### src/rtl/axi_lab_pkg.sv
// Shared widths, FSM state type and constants for the lab AXI burst master.
package axi_lab_pkg;

    localparam int unsigned ADDR_W = 32;
    localparam int unsigned DATA_W = 32;
    localparam int unsigned LEN_W  = 8;
    localparam int unsigned ID_W   = 4;

    localparam logic [DATA_W/8-1:0] STRB_ALL = 4'hF;

    typedef enum logic [2:0] {
        StIdle,
        StWaddr,
        StWdata,
        StRaddr,
        StRdata,
        StDone
    } state_e;

endpackage

### src/rtl/axi_burst_master_if.sv
// Lab AXI4-style bus: write/read address channels, write data channel and read data channel.
interface axi_burst_master_if;
    import axi_lab_pkg::*;

    logic [ADDR_W-1:0]   WR_ADDR;
    logic [LEN_W-1:0]    WR_LEN;
    logic [ID_W-1:0]     WR_ID;
    logic                WR_ADDR_VALID;
    logic                WR_ADDR_READY;
    logic [DATA_W-1:0]   WR_DATA;
    logic [DATA_W/8-1:0] WR_STRB;
    logic                WR_DATA_VALID;
    logic                WR_DATA_LAST;
    logic                WR_DATA_READY;
    logic [ID_W-1:0]     WR_BACK_ID;

    logic [ADDR_W-1:0]   RD_ADDR;
    logic [LEN_W-1:0]    RD_LEN;
    logic [ID_W-1:0]     RD_ID;
    logic                RD_ADDR_VALID;
    logic                RD_ADDR_READY;
    logic [DATA_W-1:0]   RD_DATA;
    logic [ID_W-1:0]     RD_BACK_ID;
    logic                RD_DATA_LAST;
    logic                RD_DATA_VALID;
    logic                RD_DATA_READY;

    modport master (
        output WR_ADDR, WR_LEN, WR_ID, WR_ADDR_VALID,
        output WR_DATA, WR_STRB, WR_DATA_VALID, WR_DATA_LAST,
        output RD_ADDR, RD_LEN, RD_ID, RD_ADDR_VALID, RD_DATA_READY,
        input  WR_ADDR_READY, WR_DATA_READY, WR_BACK_ID,
        input  RD_ADDR_READY, RD_DATA, RD_BACK_ID, RD_DATA_LAST, RD_DATA_VALID
    );

    modport slave (
        input  WR_ADDR, WR_LEN, WR_ID, WR_ADDR_VALID,
        input  WR_DATA, WR_STRB, WR_DATA_VALID, WR_DATA_LAST,
        input  RD_ADDR, RD_LEN, RD_ID, RD_ADDR_VALID, RD_DATA_READY,
        output WR_ADDR_READY, WR_DATA_READY, WR_BACK_ID,
        output RD_ADDR_READY, RD_DATA, RD_BACK_ID, RD_DATA_LAST, RD_DATA_VALID
    );

endinterface

### src/rtl/axi_watchdog.sv
// Stall watchdog: counts cycles without progress while active, flags expiry at TIMEOUT-1.
module axi_watchdog #(
    parameter int unsigned TIMEOUT = 1024
) (
    input  logic clk,
    input  logic rst,
    input  logic kick,
    input  logic active,
    output logic expired
);

    localparam int unsigned CNT_W = $clog2(TIMEOUT);
    localparam logic [CNT_W-1:0] CNT_MAX = CNT_W'(TIMEOUT - 1);

    logic [CNT_W-1:0] cnt_q;

    always_ff @(posedge clk or negedge rst) begin
        if (!rst) begin
            cnt_q <= '0;
        end else if (!active || kick) begin
            cnt_q <= '0;
        end else if (cnt_q != CNT_MAX) begin
            cnt_q <= cnt_q + 1'b1;
        end
    end

    assign expired = active && (cnt_q == CNT_MAX);

endmodule

### src/rtl/axi_burst_master.sv
// Single-outstanding AXI burst initiator: one read or write command at a time, data streamed
// through combinationally, with a watchdog that aborts stalled transfers.
module axi_burst_master
    import axi_lab_pkg::*;
#(
    parameter int unsigned TIMEOUT = 1024
) (
    input  logic              clk,
    input  logic              rst,
    input  logic              cmd_valid,
    output logic              cmd_ready,
    input  logic              cmd_write,
    input  logic [ADDR_W-1:0] cmd_addr,
    input  logic [LEN_W-1:0]  cmd_len,
    input  logic [ID_W-1:0]   cmd_id,
    input  logic [DATA_W-1:0] wdata_in,
    input  logic              wdata_valid,
    output logic              wdata_ready,
    output logic [DATA_W-1:0] rdata_out,
    output logic              rdata_valid,
    input  logic              rdata_ready,
    output logic              rdata_last,
    output logic              done,
    output logic              err,
    axi_burst_master_if.master bus
);

    state_e            state_q, state_d;
    logic [ADDR_W-1:0] addr_q;
    logic [LEN_W-1:0]  len_q;
    logic [ID_W-1:0]   id_q;
    logic [LEN_W:0]    beat_q, beat_d;
    logic              err_q, err_d;

    logic aw_hs, w_hs, ar_hs, r_hs, any_hs, last_beat;
    logic wd_kick, wd_active, wd_expired;

    logic                wr_addr_valid, wr_data_valid, wr_data_last;
    logic [DATA_W-1:0]   wr_data;
    logic [DATA_W/8-1:0] wr_strb;
    logic                rd_addr_valid, rd_data_ready;

    assign aw_hs     = (state_q == StWaddr) && bus.WR_ADDR_READY;
    assign w_hs      = (state_q == StWdata) && wdata_valid && bus.WR_DATA_READY;
    assign ar_hs     = (state_q == StRaddr) && bus.RD_ADDR_READY;
    assign r_hs      = (state_q == StRdata) && bus.RD_DATA_VALID && rdata_ready;
    assign any_hs    = aw_hs || w_hs || ar_hs || r_hs;
    // 9-bit beat counter compared against zero-extended len so len=255 gives 256 beats
    assign last_beat = (beat_q == {1'b0, len_q});

    assign wd_active = (state_q == StWaddr) || (state_q == StWdata) ||
                       (state_q == StRaddr) || (state_q == StRdata);
    assign wd_kick   = any_hs || (state_d != state_q);

    axi_watchdog #(
        .TIMEOUT(TIMEOUT)
    ) u_watchdog (
        .clk    (clk),
        .rst    (rst),
        .kick   (wd_kick),
        .active (wd_active),
        .expired(wd_expired)
    );

    always_ff @(posedge clk or negedge rst) begin
        if (!rst) begin
            state_q <= StIdle;
            beat_q  <= '0;
            err_q   <= 1'b0;
        end else begin
            state_q <= state_d;
            beat_q  <= beat_d;
            err_q   <= err_d;
        end
    end

    always_ff @(posedge clk or negedge rst) begin
        if (!rst) begin
            addr_q <= '0;
            len_q  <= '0;
            id_q   <= '0;
        end else if (state_q == StIdle && cmd_valid) begin
            addr_q <= cmd_addr;
            len_q  <= cmd_len;
            id_q   <= cmd_id;
        end
    end

    always_comb begin
        state_d = state_q;
        beat_d  = beat_q;
        err_d   = err_q;
        case (state_q)
            StIdle: begin
                if (cmd_valid) begin
                    err_d   = 1'b0;
                    beat_d  = '0;
                    state_d = cmd_write ? StWaddr : StRaddr;
                end
            end
            StWaddr: begin
                if (aw_hs) begin
                    state_d = StWdata;
                end else if (wd_expired) begin
                    err_d   = 1'b1;
                    state_d = StDone;
                end
            end
            StWdata: begin
                if (w_hs) begin
                    beat_d = beat_q + 1'b1;
                    if (last_beat) begin
                        state_d = StDone;
                        if (bus.WR_BACK_ID != id_q) err_d = 1'b1;
                    end
                end else if (wd_expired) begin
                    err_d   = 1'b1;
                    state_d = StDone;
                end
            end
            StRaddr: begin
                if (ar_hs) begin
                    state_d = StRdata;
                end else if (wd_expired) begin
                    err_d   = 1'b1;
                    state_d = StDone;
                end
            end
            StRdata: begin
                if (r_hs) begin
                    beat_d = beat_q + 1'b1;
                    if (bus.RD_BACK_ID != id_q || bus.RD_DATA_LAST != last_beat) err_d = 1'b1;
                    // the beat count, not the responder's LAST, ends the burst
                    if (last_beat) state_d = StDone;
                end else if (wd_expired) begin
                    err_d   = 1'b1;
                    state_d = StDone;
                end
            end
            StDone:  state_d = StIdle;
            default: state_d = StIdle;
        endcase
    end

    always_comb begin
        cmd_ready     = 1'b0;
        done          = 1'b0;
        wdata_ready   = 1'b0;
        rdata_out     = '0;
        rdata_valid   = 1'b0;
        rdata_last    = 1'b0;
        wr_addr_valid = 1'b0;
        wr_data       = '0;
        wr_strb       = '0;
        wr_data_valid = 1'b0;
        wr_data_last  = 1'b0;
        rd_addr_valid = 1'b0;
        rd_data_ready = 1'b0;
        case (state_q)
            StIdle:  cmd_ready = 1'b1;
            StWaddr: wr_addr_valid = 1'b1;
            StWdata: begin
                wr_data_valid = wdata_valid;
                wdata_ready   = bus.WR_DATA_READY;
                wr_data       = wdata_in;
                wr_strb       = STRB_ALL;
                wr_data_last  = last_beat;
            end
            StRaddr: rd_addr_valid = 1'b1;
            StRdata: begin
                rdata_valid   = bus.RD_DATA_VALID;
                rd_data_ready = rdata_ready;
                rdata_out     = bus.RD_DATA;
                rdata_last    = last_beat;
            end
            StDone:  done = 1'b1;
            default: ;
        endcase
    end

    assign err = err_q;

    assign bus.WR_ADDR       = addr_q;
    assign bus.WR_LEN        = len_q;
    assign bus.WR_ID         = id_q;
    assign bus.WR_ADDR_VALID = wr_addr_valid;
    assign bus.WR_DATA       = wr_data;
    assign bus.WR_STRB       = wr_strb;
    assign bus.WR_DATA_VALID = wr_data_valid;
    assign bus.WR_DATA_LAST  = wr_data_last;
    assign bus.RD_ADDR       = addr_q;
    assign bus.RD_LEN        = len_q;
    assign bus.RD_ID         = id_q;
    assign bus.RD_ADDR_VALID = rd_addr_valid;
    assign bus.RD_DATA_READY = rd_data_ready;

endmodule

### src/flat_wrapper.sv
// flat-port wrapper written by rule: the top's interface ports become plain ports
module axi_burst_master_flat import axi_lab_pkg::*;
#(
    parameter int unsigned TIMEOUT = 1024
)
  (clk, rst, cmd_valid, cmd_ready, cmd_write, cmd_addr, cmd_len, cmd_id, wdata_in, wdata_valid, wdata_ready, rdata_out, rdata_valid, rdata_ready, rdata_last, done, err, bus_WR_ADDR, bus_WR_LEN, bus_WR_ID, bus_WR_ADDR_VALID, bus_WR_DATA, bus_WR_STRB, bus_WR_DATA_VALID, bus_WR_DATA_LAST, bus_RD_ADDR, bus_RD_LEN, bus_RD_ID, bus_RD_ADDR_VALID, bus_RD_DATA_READY, bus_WR_ADDR_READY, bus_WR_DATA_READY, bus_WR_BACK_ID, bus_RD_ADDR_READY, bus_RD_DATA, bus_RD_BACK_ID, bus_RD_DATA_LAST, bus_RD_DATA_VALID);
  axi_burst_master_if bus_i ();
  input  logic clk;
  input  logic rst;
  input  logic cmd_valid;
  output logic cmd_ready;
  input  logic cmd_write;
  input  logic [ADDR_W-1:0] cmd_addr;
  input  logic [LEN_W-1:0] cmd_len;
  input  logic [ID_W-1:0] cmd_id;
  input  logic [DATA_W-1:0] wdata_in;
  input  logic wdata_valid;
  output logic wdata_ready;
  output logic [DATA_W-1:0] rdata_out;
  output logic rdata_valid;
  input  logic rdata_ready;
  output logic rdata_last;
  output logic done;
  output logic err;
  output wire logic [$bits(bus_i.WR_ADDR)-1:0] bus_WR_ADDR;
  output wire logic [$bits(bus_i.WR_LEN)-1:0] bus_WR_LEN;
  output wire logic [$bits(bus_i.WR_ID)-1:0] bus_WR_ID;
  output wire logic [$bits(bus_i.WR_ADDR_VALID)-1:0] bus_WR_ADDR_VALID;
  output wire logic [$bits(bus_i.WR_DATA)-1:0] bus_WR_DATA;
  output wire logic [$bits(bus_i.WR_STRB)-1:0] bus_WR_STRB;
  output wire logic [$bits(bus_i.WR_DATA_VALID)-1:0] bus_WR_DATA_VALID;
  output wire logic [$bits(bus_i.WR_DATA_LAST)-1:0] bus_WR_DATA_LAST;
  output wire logic [$bits(bus_i.RD_ADDR)-1:0] bus_RD_ADDR;
  output wire logic [$bits(bus_i.RD_LEN)-1:0] bus_RD_LEN;
  output wire logic [$bits(bus_i.RD_ID)-1:0] bus_RD_ID;
  output wire logic [$bits(bus_i.RD_ADDR_VALID)-1:0] bus_RD_ADDR_VALID;
  output wire logic [$bits(bus_i.RD_DATA_READY)-1:0] bus_RD_DATA_READY;
  input wire logic [$bits(bus_i.WR_ADDR_READY)-1:0] bus_WR_ADDR_READY;
  input wire logic [$bits(bus_i.WR_DATA_READY)-1:0] bus_WR_DATA_READY;
  input wire logic [$bits(bus_i.WR_BACK_ID)-1:0] bus_WR_BACK_ID;
  input wire logic [$bits(bus_i.RD_ADDR_READY)-1:0] bus_RD_ADDR_READY;
  input wire logic [$bits(bus_i.RD_DATA)-1:0] bus_RD_DATA;
  input wire logic [$bits(bus_i.RD_BACK_ID)-1:0] bus_RD_BACK_ID;
  input wire logic [$bits(bus_i.RD_DATA_LAST)-1:0] bus_RD_DATA_LAST;
  input wire logic [$bits(bus_i.RD_DATA_VALID)-1:0] bus_RD_DATA_VALID;
  assign bus_WR_ADDR = bus_i.WR_ADDR;
  assign bus_WR_LEN = bus_i.WR_LEN;
  assign bus_WR_ID = bus_i.WR_ID;
  assign bus_WR_ADDR_VALID = bus_i.WR_ADDR_VALID;
  assign bus_WR_DATA = bus_i.WR_DATA;
  assign bus_WR_STRB = bus_i.WR_STRB;
  assign bus_WR_DATA_VALID = bus_i.WR_DATA_VALID;
  assign bus_WR_DATA_LAST = bus_i.WR_DATA_LAST;
  assign bus_RD_ADDR = bus_i.RD_ADDR;
  assign bus_RD_LEN = bus_i.RD_LEN;
  assign bus_RD_ID = bus_i.RD_ID;
  assign bus_RD_ADDR_VALID = bus_i.RD_ADDR_VALID;
  assign bus_RD_DATA_READY = bus_i.RD_DATA_READY;
  assign bus_i.WR_ADDR_READY = bus_WR_ADDR_READY;
  assign bus_i.WR_DATA_READY = bus_WR_DATA_READY;
  assign bus_i.WR_BACK_ID = bus_WR_BACK_ID;
  assign bus_i.RD_ADDR_READY = bus_RD_ADDR_READY;
  assign bus_i.RD_DATA = bus_RD_DATA;
  assign bus_i.RD_BACK_ID = bus_RD_BACK_ID;
  assign bus_i.RD_DATA_LAST = bus_RD_DATA_LAST;
  assign bus_i.RD_DATA_VALID = bus_RD_DATA_VALID;
  axi_burst_master #(.TIMEOUT(TIMEOUT)) u_core (.clk(clk), .rst(rst), .cmd_valid(cmd_valid), .cmd_ready(cmd_ready), .cmd_write(cmd_write), .cmd_addr(cmd_addr), .cmd_len(cmd_len), .cmd_id(cmd_id), .wdata_in(wdata_in), .wdata_valid(wdata_valid), .wdata_ready(wdata_ready), .rdata_out(rdata_out), .rdata_valid(rdata_valid), .rdata_ready(rdata_ready), .rdata_last(rdata_last), .done(done), .err(err), .bus(bus_i));
endmodule
### config.mk
export PLATFORM = sky130hd
export DESIGN_NAME = axi_burst_master_flat
export DESIGN_NICKNAME = d
export VERILOG_FILES = /design/src/rtl/axi_lab_pkg.sv /design/src/rtl/axi_burst_master_if.sv /design/src/rtl/axi_watchdog.sv /design/src/rtl/axi_burst_master.sv /design/src/flat_wrapper.sv
export SDC_FILE = /design/constraint.sdc
export NUM_CORES = 1
export LEC_CHECK = 0
export BUFFER_PORTS_ARGS = -buffer_cell sky130_fd_sc_hd__buf_2
export CAP_MARGIN = 20
export CORE_AREA = 2 2 114 116
export CTS_BUF_LIST = sky130_fd_sc_hd__clkbuf_4 sky130_fd_sc_hd__clkbuf_8
export DETAILED_ROUTE_END_ITERATION = 16
export DIE_AREA = 0 0 116 118
export GPL_ROUTABILITY_DRIVEN = 0
export HOLD_SLACK_MARGIN = 0.02
export PLACE_DENSITY = 0.68
export SYNTH_ARGS = -nofsm -noshare
export SYNTH_HDL_FRONTEND = slang
export SYNTH_SLANG_ARGS = --single-unit
### constraint.sdc
create_clock -name clk -period 3.8 [get_ports clk]
set_clock_uncertainty 0.1 [all_clocks]
set_input_delay 0.76 -clock clk [delete_from_list [all_inputs] [get_ports clk]]
set_output_delay 0.76 -clock clk [all_outputs]
set_load 0.01 [all_outputs]
==> flow_summary.ini <==
[critical_path]
cp_cell_sequence = nor3b_2 -> buf_4 -> and2_1 -> buf_2
cp_slowest_cell = dfrtp_1
r2r_cells = 4
timing.rr.end = u_core.state_q[1]
worstReg2RegStart = u_core.state_q[0]
rrSetupSlack_ns = 1.45
path_class = flop to primary output
slowest_delay_ns = 0.58
cp_max_fo = 37
cp-end-kind = primary output
worst_ep_arrival_time_ns = 1.96
cp.required_ns = 2.94
worstSetupStartpointType = flop

[die]
dieWidth_um = 116
start_util_pct = 32.3
die_area_mm2 = 0.0137
die_h_um = 118
rows = 41
coreArea_mm2 = 0.0124
ioPinCount = 294

[synthesis]
synthDistinctLibCells = 42
syn_avg_cell_area_um2 = 8.14
synth_top_area_cell = dfrtp_1
synth_warnings = 0
syn_nets = 622
netlist.area_leader.share_pct = 41.8
post_synth_main_area_contributors = dfrtp_1, nand2_1, and2_1, buf_4, xnor2_1
synth_seq_cells = 67
netlist_instances = 493
synth.cell_area_mm2 = 0.00402
seq_area_frac_synth_pct = 41.8

[routing]
vias = 3955
vias_per_cell = 4.34
first_pass_iters = 4
wirelength_um = 12100
route.detailed.drc = 0
ant_nets = 0
drtIter0Drc = 213
wire_per_inst_um = 13.3

[place]
place_inst = 893
io_buffers = 293
place_ws_ns = 1.33
dp_hpwl_um = 9420

[timing]
fin_ws_ns = 0.977
finalSetupViolCount = 0
fin_crit_sh_pct = 74.3
hold_viol = 0
fin_crit_ns = 2.82
relSlewSlack_pct = 41.6
worstMarginPinSlew_ns = 0.873
final.setup.tns_ns = 0
fmax_ghz = 0.354
slew_violations = 0
rsz0062_at_grt = no

[grt]
grt_pass1_wl_um = 19000
antenna_found_initial = 5
grt-ovfl-total = 0
grt.total_usage_pct = 17.5
grt_pass1_vias = 3715
grt_max_degree = 48

[finish]
multi_input_area_mm2 = 0.00190
layout.cells.non_filler = 911
final_nets = 861
regArea_mm2 = 0.00168
drive_gt1_share_pct = 43.8
syn_to_final_growth_pct = 37.8
fill_cells = 1283
layout_commonest_cell = buf_2
layout_common_cells = buf_2, nand2_1, and2_1

[pwr]
p_comb_share_pct = 49.8
p_int_uw = 2140
p_seq_share_pct = 32.9
static-leakage-power_uw = 0.00319
peakVddDrop_mv = 0.268
total_power_uw = 3800
power.density_mw_per_mm2 = 686
clkPwrFrac_pct = 17.2
swShare_pct = 43.7
switchingPower_uw = 1660

[flow_run]
cap_violations = 0

[clock_network]
ctsResizeCount = 0
postCtsHoldBufs = 0
clock_path_buffers = 2
clkTransAtPathRegs_ns = 0.07
htreeDepth = 3
cts_root_buf = clkbuf_8
insertion_delay_ns = 0.34
numCtsBuffers = 9
cts.sinks = 67
cts_setup_buffers = 0
cts_tree = built

[outcome]
outcome = finished clean

[worst_hold_path]
hold_path_class = primary input to asynchronous set/reset pin
[logic make-up (layout without fill, tap and decap cells)]
logic type      count (synthesis)  in the layout  share of synthesized area (%)
buf+inv                        73            316                           11.3
xor+xnor                       23             23                           5.02
other cells                     0              3                              0
simple gates                  290            290                           34.6
mux                             4              4                           1.03
compound gates                 34             34                           5.67
flops                          67             67                           41.8
fa+ha+maj                       2              2                          0.623
[critical path, delay by kind of cell, from the launching register on]
kind                   cells  cell delay [ns]
flip-flops                 1             0.58
AND/OR/NAND/NOR            2             0.56
buffers and inverters      2             0.48
[synthesized netlist by cell type]
library cell	n
a21oi_1	5
nand3b_1	2
buf_1	3
nor2_1	19
inv_1	1
o21ai_0	5
nand2b_1	3
inv_2	1
a2111oi_0	3
and3_1	3
o32ai_1	1
and2_1	72
nor4_2	1
xnor2_1	16
a31oi_1	5
nor2b_1	1
and4_1	1
nand2_1	153
or3_4	1
nor3b_1	4
nor4_1	1
o22ai_1	4
o21a_1	1
a221oi_1	1
mux2_2	1
buf_4	48
or4b_1	1
nand4_1	9
dfrtp_1	67
a21o_1	3
nor3_1	4
nand3_1	13
mux2i_1	3
ha_1	2
a211oi_1	1
a22o_1	2
buf_2	1
xor2_1	7
clkbuf_1	19
or3_1	2
o31ai_1	2
a22oi_1	1
[power by group through the flow]
stage	logic [µW]	registers [µW]	clock network, µW
floorplan	1300	1300	0
global placement	1890	1260	0
detailed placement	1910	1270	0
CTS	1920	1250	679
global route	2110	1300	713
finish	1890	1250	654
[state kept, by name, summed over array words and instances (netlist names)]
| register | flops |
|---|---|
| u_core.bus.RD_ID | 4 |
| u_core.state_q | 3 |
| u_core.bus.RD_ADDR | 32 |
| u_core.bus.RD_LEN | 8 |
| u_core.u_watchdog.cnt_q | 10 |
| u_core.err | 1 |
| u_core.beat_q | 9 |
[worst max path at each step]
stage	startpoint	to	slack [ns]	cells past startpoint
finish	u_core.state_q[1]	bus_WR_DATA[30]	0.98	4
floorplan	u_core.state_q[0]	bus_WR_DATA_LAST	1.44	4
global placement	bus_WR_DATA_READY	u_core.beat_q[3]	1.40	6
CTS	u_core.state_q[1]	bus_WR_DATA[8]	0.97	4
detailed placement	u_core.state_q[1]	bus_WR_DATA[8]	1.33	4
global route	u_core.state_q[1]	bus_WR_DATA[30]	0.78	4
[final cells by class]
type                       count  share of cell area, %
inverter                       2                  0.136
timing repair buffer         299                   27.3
tap                          172                   3.89
clock buffer                   9                   2.24
sequential                    67                   30.3
antenna                        3                  0.136
multi-input combinational    353                   34.3
clock inverter                 6                   1.65
[metrics by stage]
| stage | util, % | hold slack, ns | area (µm²) |
|---|---|---|---|
| detailed placement | 42.8 | 0.363 | 5310 |
| global placement | 42.8 | 0.363 | 5310 |
| floorplan | - | 0.364 | 4020 |
| CTS | 44.5 | 0.281 | 5530 |
| global route | 44.5 | 0.296 | 5530 |
| finish | 44.6 | 0.279 | 5530 |
[routing by layer]
layer,routed length (µm),track usage (%),vias up
li1,-,-,2025
met2,5890,28.6,125
met5,18,0,-
met1,5290,22.6,1787
met4,96,3.27,4
met3,850,6.08,14
Power figures use the tool's default switching activity.
